==> config.mk <==
export PLATFORM = sky130hd
export DESIGN_NAME = project_tri
export DESIGN_NICKNAME = d
export VERILOG_FILES = /design/src/rtl/project_tri.sv
export SDC_FILE = /design/constraint.sdc
export NUM_CORES = 1
export LEC_CHECK = 0
export CAP_MARGIN = 10
export CORE_MARGIN = 3
export CORE_UTILIZATION = 53
export DETAILED_ROUTE_END_ITERATION = 8
export GPL_TIMING_DRIVEN = 0
export PLACE_DENSITY = 0.8
export RECOVER_POWER = 25
export SETUP_SLACK_MARGIN = 0.4
export SLEW_MARGIN = 20
export SYNTH_ARGS = -nofsm -noshare
export SYNTH_HDL_FRONTEND = slang
export SYNTH_SLANG_ARGS = --single-unit
==> constraint.sdc <==
create_clock -name clk_in -period 4.87 [get_ports clk_in]
set_clock_uncertainty 0.1 [all_clocks]
set_input_delay 0.487 -clock clk_in [delete_from_list [all_inputs] [get_ports clk_in]]
set_output_delay 0.487 -clock clk_in [all_outputs]
set_load 0.01 [all_outputs]
==> src/rtl/project_tri.sv <==
// project_tri: perspective projection of one triangle of camera-relative
// vertices to screen space. Near-plane culling is followed by six restoring
// divides (v1.x, v1.y, v2.x, v2.y, v3.x, v3.y) on one shared divider.
module project_tri #(
  parameter int FOCAL_SHIFT = 7,
  parameter int X_CENTER    = 512,
  parameter int Y_CENTER    = 384
) (
  input  logic                   clk_in,
  input  logic                   rst_n_in,
  input  logic signed [2:0][7:0] v1_in,
  input  logic signed [2:0][7:0] v2_in,
  input  logic signed [2:0][7:0] v3_in,
  input  logic                   valid_in,
  output logic                   ready_out,
  output logic [1:0][11:0]       p1_out,
  output logic [1:0][11:0]       p2_out,
  output logic [1:0][11:0]       p3_out,
  output logic                   culled_out,
  output logic                   valid_out,
  input  logic                   ready_in
);

  // |c| is at most 128, so the numerator needs 8 + FOCAL_SHIFT bits and the
  // divider retires one quotient bit per cycle over that many cycles.
  localparam int NUM_W  = 8 + FOCAL_SHIFT;
  localparam int ITER_W = $clog2(NUM_W + 1);

  typedef enum logic [1:0] {IDLE, CHECK, DIV, DONE} state_t;
  state_t state_q, state_d;

  // Captured triangle: vtx_q[vertex][axis], axis 0=x 1=y 2=z.
  logic [2:0][2:0][7:0] vtx_q;

  // Divider job/iteration control and datapath.
  logic [2:0]        job_q;
  logic [ITER_W-1:0] iter_q;
  logic [NUM_W-1:0]  num_q;
  logic [NUM_W-2:0]  quo_q;
  logic [6:0]        rem_q;
  logic [6:0]        div_q;
  logic              neg_q;

  // Result registers.
  logic                 culled_q;
  logic [2:0][1:0][11:0] pr_q;

  logic              cull;
  logic              last_iter;
  logic              last_job;
  logic              load_en;
  logic [2:0]        ld_job;
  logic signed [7:0] ld_c;
  logic [6:0]        ld_z;
  logic [7:0]        ld_abs;
  logic [7:0]        rem_sh;
  logic [6:0]        rem_sub;
  logic              ge;
  logic [NUM_W-1:0]  quo_nx;
  logic signed [11:0] q_sat;
  logic signed [11:0] coord;

  // Clamp the signed quotient (magnitude + sign) to [-1024, 1023].
  function automatic logic signed [11:0] sat_q(input logic [NUM_W-1:0] mag,
                                               input logic neg);
    logic signed [11:0] r;
    if (!neg) begin
      r = (mag > NUM_W'(1023)) ? 12'sd1023 : $signed({1'b0, mag[10:0]});
    end else begin
      r = (mag > NUM_W'(1024)) ? -12'sd1024 : -$signed({1'b0, mag[10:0]});
    end
    return r;
  endfunction

  // Screen y grows downward, so y subtracts the quotient.
  function automatic logic signed [11:0] to_screen(input logic signed [11:0] q,
                                                   input logic axis);
    return axis ? (12'(Y_CENTER) - q) : (12'(X_CENTER) + q);
  endfunction

  assign cull = ($signed(vtx_q[0][2]) <= 8'sd0) ||
                ($signed(vtx_q[1][2]) <= 8'sd0) ||
                ($signed(vtx_q[2][2]) <= 8'sd0);

  assign last_iter = (iter_q == ITER_W'(NUM_W - 1));
  assign last_job  = (job_q == 3'd5);
  assign load_en   = ((state_q == CHECK) && !cull) ||
                     ((state_q == DIV) && last_iter && !last_job);

  assign rem_sh  = {rem_q, num_q[NUM_W-1]};
  assign ge      = (rem_sh >= {1'b0, div_q});
  assign rem_sub = 7'(rem_sh - {1'b0, div_q});
  assign quo_nx  = {quo_q, ge};
  assign q_sat   = sat_q(quo_nx, neg_q);
  assign coord   = to_screen(q_sat, job_q[0]);

  // Select the operand pair for the job that loads next.
  always_comb begin
    ld_job = (state_q == CHECK) ? 3'd0 : job_q + 3'd1;
    ld_c   = '0;
    ld_z   = '0;
    case (ld_job)
      3'd0: begin ld_c = vtx_q[0][0]; ld_z = vtx_q[0][2][6:0]; end
      3'd1: begin ld_c = vtx_q[0][1]; ld_z = vtx_q[0][2][6:0]; end
      3'd2: begin ld_c = vtx_q[1][0]; ld_z = vtx_q[1][2][6:0]; end
      3'd3: begin ld_c = vtx_q[1][1]; ld_z = vtx_q[1][2][6:0]; end
      3'd4: begin ld_c = vtx_q[2][0]; ld_z = vtx_q[2][2][6:0]; end
      default: begin ld_c = vtx_q[2][1]; ld_z = vtx_q[2][2][6:0]; end
    endcase
    ld_abs = ld_c[7] ? 8'(-ld_c) : ld_c;
  end

  // State register.
  always_ff @(posedge clk_in or negedge rst_n_in) begin
    if (!rst_n_in) state_q <= IDLE;
    else           state_q <= state_d;
  end

  // Next-state decode.
  always_comb begin
    state_d = state_q;
    case (state_q)
      IDLE:    if (valid_in) state_d = CHECK;
      CHECK:   state_d = cull ? DONE : DIV;
      DIV:     if (last_iter && last_job) state_d = DONE;
      DONE:    if (ready_in) state_d = IDLE;
      default: state_d = IDLE;
    endcase
  end

  // Input capture and divider datapath; contents are don't-care outside a job.
  always_ff @(posedge clk_in) begin
    if ((state_q == IDLE) && valid_in) begin
      vtx_q[0] <= v1_in;
      vtx_q[1] <= v2_in;
      vtx_q[2] <= v3_in;
    end
    if (load_en) begin
      num_q <= {ld_abs, {FOCAL_SHIFT{1'b0}}};
      div_q <= ld_z;
      neg_q <= ld_c[7];
      rem_q <= '0;
      quo_q <= '0;
    end else if (state_q == DIV) begin
      num_q <= num_q << 1;
      rem_q <= ge ? rem_sub : rem_sh[6:0];
      quo_q <= quo_nx[NUM_W-2:0];
    end
  end

  // Job sequencing and result registers; reset clears every visible output.
  always_ff @(posedge clk_in or negedge rst_n_in) begin
    if (!rst_n_in) begin
      job_q    <= '0;
      iter_q   <= '0;
      culled_q <= 1'b0;
      pr_q     <= '0;
    end else begin
      case (state_q)
        IDLE: begin
          if (valid_in) begin
            culled_q <= 1'b0;
            pr_q     <= '0;
          end
        end
        CHECK: begin
          job_q  <= '0;
          iter_q <= '0;
          if (cull) culled_q <= 1'b1;
        end
        DIV: begin
          if (last_iter) begin
            pr_q[job_q[2:1]][job_q[0]] <= coord;
            job_q  <= job_q + 3'd1;
            iter_q <= '0;
          end else begin
            iter_q <= iter_q + 1'b1;
          end
        end
        default: ;
      endcase
    end
  end

  assign ready_out  = (state_q == IDLE);
  assign valid_out  = (state_q == DONE);
  assign culled_out = culled_q;
  assign p1_out     = pr_q[0];
  assign p2_out     = pr_q[1];
  assign p3_out     = pr_q[2];

endmodule

==> results.toml, run 1 <==
[worst_setup_path]
cp_max_fo = 10
worst_setup_path_end_kind = "register"
cp-startpoint = "num_q[14]$_DFFE_PP_"
cp-start-kind = "register"
cp_slowest_cell = "o41a_1"
critPathKind = "register to register"
path_cells = "inv_1 -> ha_1 -> fa_1 -> nand2b_4 -> o2bb2ai_2 -> o211a_2 -> buf_6 -> clkbuf_4 -> ha_2 -> nor2b_4 -> or3_1 -> a211o_1 -> a31oi_2 -> a211oi_4 -> o41a_1 -> a22o_1"
critPathArrivalTime_ns = 4.48
r2r-start = "num_q[14]$_DFFE_PP_"
required_ns = 5.09
critPathMaxStageDelay_ns = 0.41

[clock_tree]
clockBufferDepth = 2
clk_latency_ns = 0.43
cts.sinks = 191
cts_root_buf = "clkbuf_16"
cts_buffers = 17
cts_max_level = 4
clkTransAtPathRegs_ns = 0.07
cts_tree = "built"

[synthesis]
synth_top_flop_cell = "edfxtp_1"
ys_seq_area_share_pct = 59.1
synth.ff_latch_count = 191
netlist_area_um2 = 8650
synth.area.top_cells = "edfxtp_1 (31%), dfrtp_1 (24%), dfxtp_1 (4.9%), a22o_1 (3.9%), nand2_1 (3.5%)"
synth_nets = 843
postSynthAreaPerCell_um2 = 11.6
yosys_warnings = 0
netlist_instances = 746
synthDistinctLibCells = 74
synthArstFlopShare_pct = 42.9
synth_top_cell_area_share_pct = 30.6
synth-edff-count = 88
yosys.area.top_type = "edfxtp_1"

[place]
io_buffers = 150
hpwl_mm = 15.6
gp_congestion = 0.939

[global_route]
antenna_found_initial = 2
grtUsageTotal_pct = 23.5
met3_usage_pct = 5.10
met2_usage_pct = 38.8
grt_first_pass_wirelength_mm = 33.6
grt_util_met1_pct = 31.3
grt-busiest-layer = "met2"
grt_max_degree = 57
grt_overflow = 0
grt_pass1_vias = 6548

[drt]
dr.pass1.iters = 5
drc = 0
vias = 6699
vias_per_cell = 5.78
ant_nets = 0
drt_wl_total_mm = 21.0
drt_iter0_markers = 503
detail_route.wl_per_cell_um = 18.2

[floorplan]
start_util_pct = 54.3
die_w_um = 134
fp.coreArea_um2 = 15900
die_area_um2 = 17900
rows = 46
ios = 151
die_height_um = 134

[sta]
slew_headroom_pct = 1.48
hold_viol = 0
whs_ns = 0.380
drv_slew = 0
rsz0062_at_grt = "no"
min_period_ns = 4.26
max_freq_mhz = 235
setup_tns_ns = 0
setup_viol = 0
fin_crit_sh_pct = 87.5
worst_pin_slew_ns = 1.48

[layout]
area_growth_pct = 29.7
final_nets = 1024
drive_gt1_share_pct = 11.4

[pwr]
p_per_area_nw_per_um2 = 552
intPower_mw = 3.66
pwr-share-comb_pct = 45.0
switching_power_mw = 2.53
p_seq_share_pct = 34.0
p_sw_share_pct = 40.9
irDropWorstVdd_mv = 0.322
leakagePower_nw = 4.38
power.share.clock_pct = 21.1

[worst_hold_path]
worstHoldPathType = "register to register"
hp-start = "p3_out[12]$_DFFE_PN0P_"

[run]
maxCapViolCount = 0

[outcome]
status = "completed"
## power by group through the flow
stage	registers [mW]	clock network, mW	logic [mW]
final	2.10	1.30	2.78
after global routing	2.13	1.38	3.03
after CTS	2.10	1.31	2.66
after detailed placement	2.13	0	2.49
after global placement	2.13	0	2.42
after floorplan	2.10	0	1.81
## synth_stat cells (all sizes together), types with 3 or more instances
master and n:
a31o 8, o2111ai 5, xor2 8, nand2b 8
a31oi 6, or2 4, nor2 65, nor3 9
a22oi 23, o31ai 9, mux2i 16, dfrtp 82
a21oi 18, a211oi 9, a22o 39, mux2 9
buf 8, nand2 81, xnor2 11, nor4 8
inv 27, or3 4, edfxtp 88, a221o 3
nor2b 6, clkbuf 25, nand3 17, dfxtp 21
a32o 3, a311oi 8, ha 20, o21ai 64
## routing by layer
metal / wire (µm) / vias up
met4: 433 / 0
met2: 10400 / 273
met1: 8860 / 3235
met3: 1370 / 31
li1: - / 3160
met5: 0 / -
## final timing paths
kind	slack, ns	end	cells past startpoint
worst max-delay path	0.61	p1_out[23]$_DFFE_PN0P_	16
worst min-delay path	0.38	p3_out[12]$_DFFE_PN0P_	2
worst max register to register	0.61	p1_out[23]$_DFFE_PN0P_	16
worst min register to register	0.38	p3_out[12]$_DFFE_PN0P_	2
max in group asynchronous	2.89	job_q[0]$_DFFE_PN0P_	3
min in group asynchronous	0.85	p2_out[8]$_DFFE_PN0P_	2
## area by class of cell
cell class	count	area (µm²)
Sequential cell	191	5110
Fill cell	1152	4720
Multi-Input combinational cell	495	3410
Timing Repair Buffer	162	1620
Clock buffer	19	443
Tap cell	216	270
Buffer	33	149
Clock inverter	13	104
Inverter	27	101
Antenna cell	2	5.00
## state kept, by name (all words and copies together) (netlist names), 2 cells and up
signal / count
iter_q: 4
p3_out: 24
job_q: 3
quo_q: 14
vtx_q: 72
rem_q: 7
div_q: 7
state_q: 2
p1_out: 24
num_q: 8
p2_out: 24
## metrics by stage
stage / cell area (µm²) / power [mW] / instances / setup WS, ns / util, %
2_1_floorplan: 8650 / 3.90 / 746 / 0.754 / -
3_3_place_gp: 10400 / 4.55 / 1112 / -0.0462 / 65.4
3_5_place_dp: 10500 / 4.62 / 1114 / -0.137 / 65.7
4_1_cts: 11100 / 6.07 / 1154 / 0.401 / 69.7
5_1_grt: 11200 / 6.54 / 1158 / 0.433 / 70.4
6_report: 11200 / 6.19 / 1158 / 0.608 / 70.4
## kinds of logic after synthesis
kind of cell,share of synthesized area [%]
muxes,3.02
buffers and inverters,2.85
xor gates and xnor gates,1.92
adders and majority gates,3.12
and+or+nand+nor,11.7
AOI/OAI and AO/OA,18.2
DFF,59.1
## what timing repair did
action | in CTS | in global routing
pin swaps | 4 | 3
resized for setup | 7 | 13
hold endpoints to repair | 26 | 0
hold buffers | 1 | 0
setup endpoints to repair | 45 | 48
setup buffers | 7 | 2
## worst max-delay path, delay by kind of cell, from the launching register on
family | cells | cell delay, ns
and+or+nand+nor | 3 | 0.69
AOI/OAI and AO/OA | 7 | 1.77
DFF | 1 | 0.36
buffers and inverters | 3 | 0.40
adders and majority gates | 3 | 0.82
## layout by cell type (no fill, tap or decap), types with 4 or more instances in the layout
cell type and count:
edfxtp_1 88, nor2_1 64, clkbuf_1 26, nand2b_1 6, buf_2 5, buf_4 9
dlygate4sd3_1 73, dfxtp_1 21, mux2_2 9, xor2_1 7, a21oi_1 18, a31o_2 7
o31ai_1 9, inv_1 24, clkdlybuf4s50_1 77, a311oi_1 6, nor4_1 6, ha_1 18
nand3_1 17, inv_2 5, nor2b_1 5, a211oi_4 4, xnor2_1 9, mux2i_1 16
clkbuf_16 17, dfrtp_1 82, a22o_1 39, a22oi_1 23, o21ai_1 10, nor3_1 8
o21ai_0 53, nand2_1 80, o2111ai_1 4
No activity file was read; power rests on OpenSTA's default activity.
==> run 2: changes to the inputs <==
CTS_CLUSTER_DIAMETER = 60   (was default)
TNS_END_PERCENT = 20   (was default)
==> run 2 against run 1 <==
Compared with the run above:
- the run now ends with max-capacitance violations left
- critical path depth rose by 1
- die area stayed put
- register-to-register slack lost 0.02 ns
- total power decreased by 1.0%
- setup slack got worse by 0.016 ns
- first-iteration DRC count rose by 6.0%
- cell count is 0.26% lower
- fmax shrank 0.38%
- sequential cell count unchanged
- combinational power down 2%
- critical path type unchanged
- critical endpoint unchanged
- highest routed layer unchanged
==> results.toml, run 2 (synthesis results as in run 1) <==
[sta]
fin_crit_sh_pct = 87.8
rsz0062_at_grt = "no"
setup_tns_ns = 0
max_freq_mhz = 234
drv_slew = 0
setup_viol = 0
worst_pin_slew_ns = 1.50
slew_headroom_pct = 0.221
hold_viol = 0
min_period_ns = 4.28

[outcome]
status = "finished with violations"
violations = "max-capacitance violations"

[worst_setup_path]
cp_slowest_cell = "a211oi_4"
worst_setup_path_end_kind = "register"
cp_max_fo = 10
path_cells = "inv_1 -> ha_1 -> fa_1 -> nand2b_4 -> o2bb2ai_2 -> o211a_2 -> buf_6 -> clkbuf_4 -> ha_2 -> nor2b_4 -> a31oi_4 -> or3_4 -> a311oi_2 -> a211oi_4 -> a211oi_4 -> o41a_1 -> a22o_1"
cp-start-kind = "register"
critPathMaxStageDelay_ns = 0.55
critPathArrivalTime_ns = 4.50
required_ns = 5.09
critPathKind = "register to register"
crit_top_cell = "a211oi_4"

[drt]
drt_wl_total_mm = 21.0
vias_per_cell = 5.81
dr.pass1.iters = 5
detail_route.wl_per_cell_um = 18.2
drc = 0
ant_nets = 0
vias = 6715
drt_iter0_markers = 533

[layout]
fill_cells = 1155
top_register = "vtx_q"
final_nets = 1021
area_growth_pct = 29.3
drive_gt1_share_pct = 10.9
layout_common_cells = "edfxtp_1 (88), dfrtp_1 (82), nand2_1 (80)"
final_common_cell = "edfxtp_1"
largest_register_ffs = 72

[run]
maxCapViolCount = 1

[pwr]
leakagePower_nw = 4.37
irDropWorstVdd_mv = 0.319
p_per_area_nw_per_um2 = 548
power_mw = 6.13

[global_route]
grt_max_degree = 57
met3_usage_pct = 5.10
grt_first_pass_wirelength_mm = 33.5
grt-busiest-layer = "met2"
grt_util_met1_pct = 31.3
met2_usage_pct = 38.8
antenna_found_initial = 2
grtUsageTotal_pct = 23.5
grt_pass1_vias = 6534
grt_overflow = 0

[floorplan]
die_height_um = 134
die_area_um2 = 17900
fp.coreArea_um2 = 15900
die_w_um = 134
start_util_pct = 54.3
ios = 151
rows = 46

[clock_tree]
cts_max_level = 4
cts_root_buf = "clkbuf_16"
cts_tree = "built"
clk_latency_ns = 0.43
cts.sinks = 191
cts_buffers = 17
clkTransAtPathRegs_ns = 0.07
clockBufferDepth = 2

[worst_hold_path]
worstHoldPathType = "register to register"

[place]
hpwl_mm = 15.6
gp_congestion = 0.939
io_buffers = 150
## run 2: cell count changes in the layout (fill, tap and decap cells not counted), sizes merged
cell	previous run	this run
buf	19	16
## run 2: final timing paths
kind                                   startpoint                     end  slack, ns  cells past startpoint
min in group asynchronous                rst_n_in   p2_out[8]$_DFFE_PN0P_       0.86                      2
min reg2reg                p3_out[12]$_DFFE_PN0P_  p3_out[12]$_DFFE_PN0P_       0.38                      2
max in group asynchronous                rst_n_in    job_q[0]$_DFFE_PN0P_       2.88                      3
min                        p3_out[12]$_DFFE_PN0P_  p3_out[12]$_DFFE_PN0P_       0.38                      2
max                           num_q[14]$_DFFE_PP_  p1_out[23]$_DFFE_PN0P_       0.59                     17
max reg2reg                   num_q[14]$_DFFE_PP_  p1_out[23]$_DFFE_PN0P_       0.59                     17
## run 2: per-stage QoR
step	cell area, µm²	hold slack, ns	utilization [%]	cells	worst slack, ns
2_1_floorplan	8650	0.0914	-	746	0.754
3_3_place_gp	10400	0.361	65.4	1112	-0.0462
3_5_place_dp	10500	0.321	65.7	1114	-0.137
4_1_cts	11100	0.386	69.6	1151	0.292
5_1_grt	11200	0.415	70.1	1155	0.428
6_report	11200	0.379	70.1	1155	0.592
## run 2: repair_timing
| action | in CTS | in global routing |
|---|---|---|
| setup buffers | 4 | 2 |
| setup endpoints to repair | 45 | 48 |
| pin swaps | 3 | 3 |
| hold endpoints to repair | 26 | 0 |
| resized for setup | 7 | 11 |
| hold buffers | 1 | 0 |
## run 2: power by group
part	internal (mW)	switching, mW	total [mW]
sequential	1.96	0.148	2.10
combinational	0.981	1.74	2.72
clock	0.680	0.624	1.30
total	3.62	2.51	6.13
## run 2: per-layer routing
metal | up-vias | routed length (µm)
met5 | - | 0
met4 | 0 | 406
met3 | 33 | 1350
met2 | 276 | 10400
met1 | 3255 | 8830
li1 | 3151 | -
## run 2: cell type report
type	count	area [µm²]	area share, %
sequential	191	5110	45.7
multi-input combinational	495	3400	30.4
timing repair buffer	159	1600	14.3
clock buffer	19	443	3.96
tap	216	270	2.42
buffer	33	149	1.33
clock inverter	13	104	0.929
inverter	27	101	0.906
antenna	2	5.00	0.0448
## run 2: critical path, delay by kind of cell, from the launching register on
kind	cells	cell delay (ns)
buf+inv	3	0.40
fa+ha+maj	3	0.82
compound gates	8	1.95
flops	1	0.36
simple gates	3	0.52
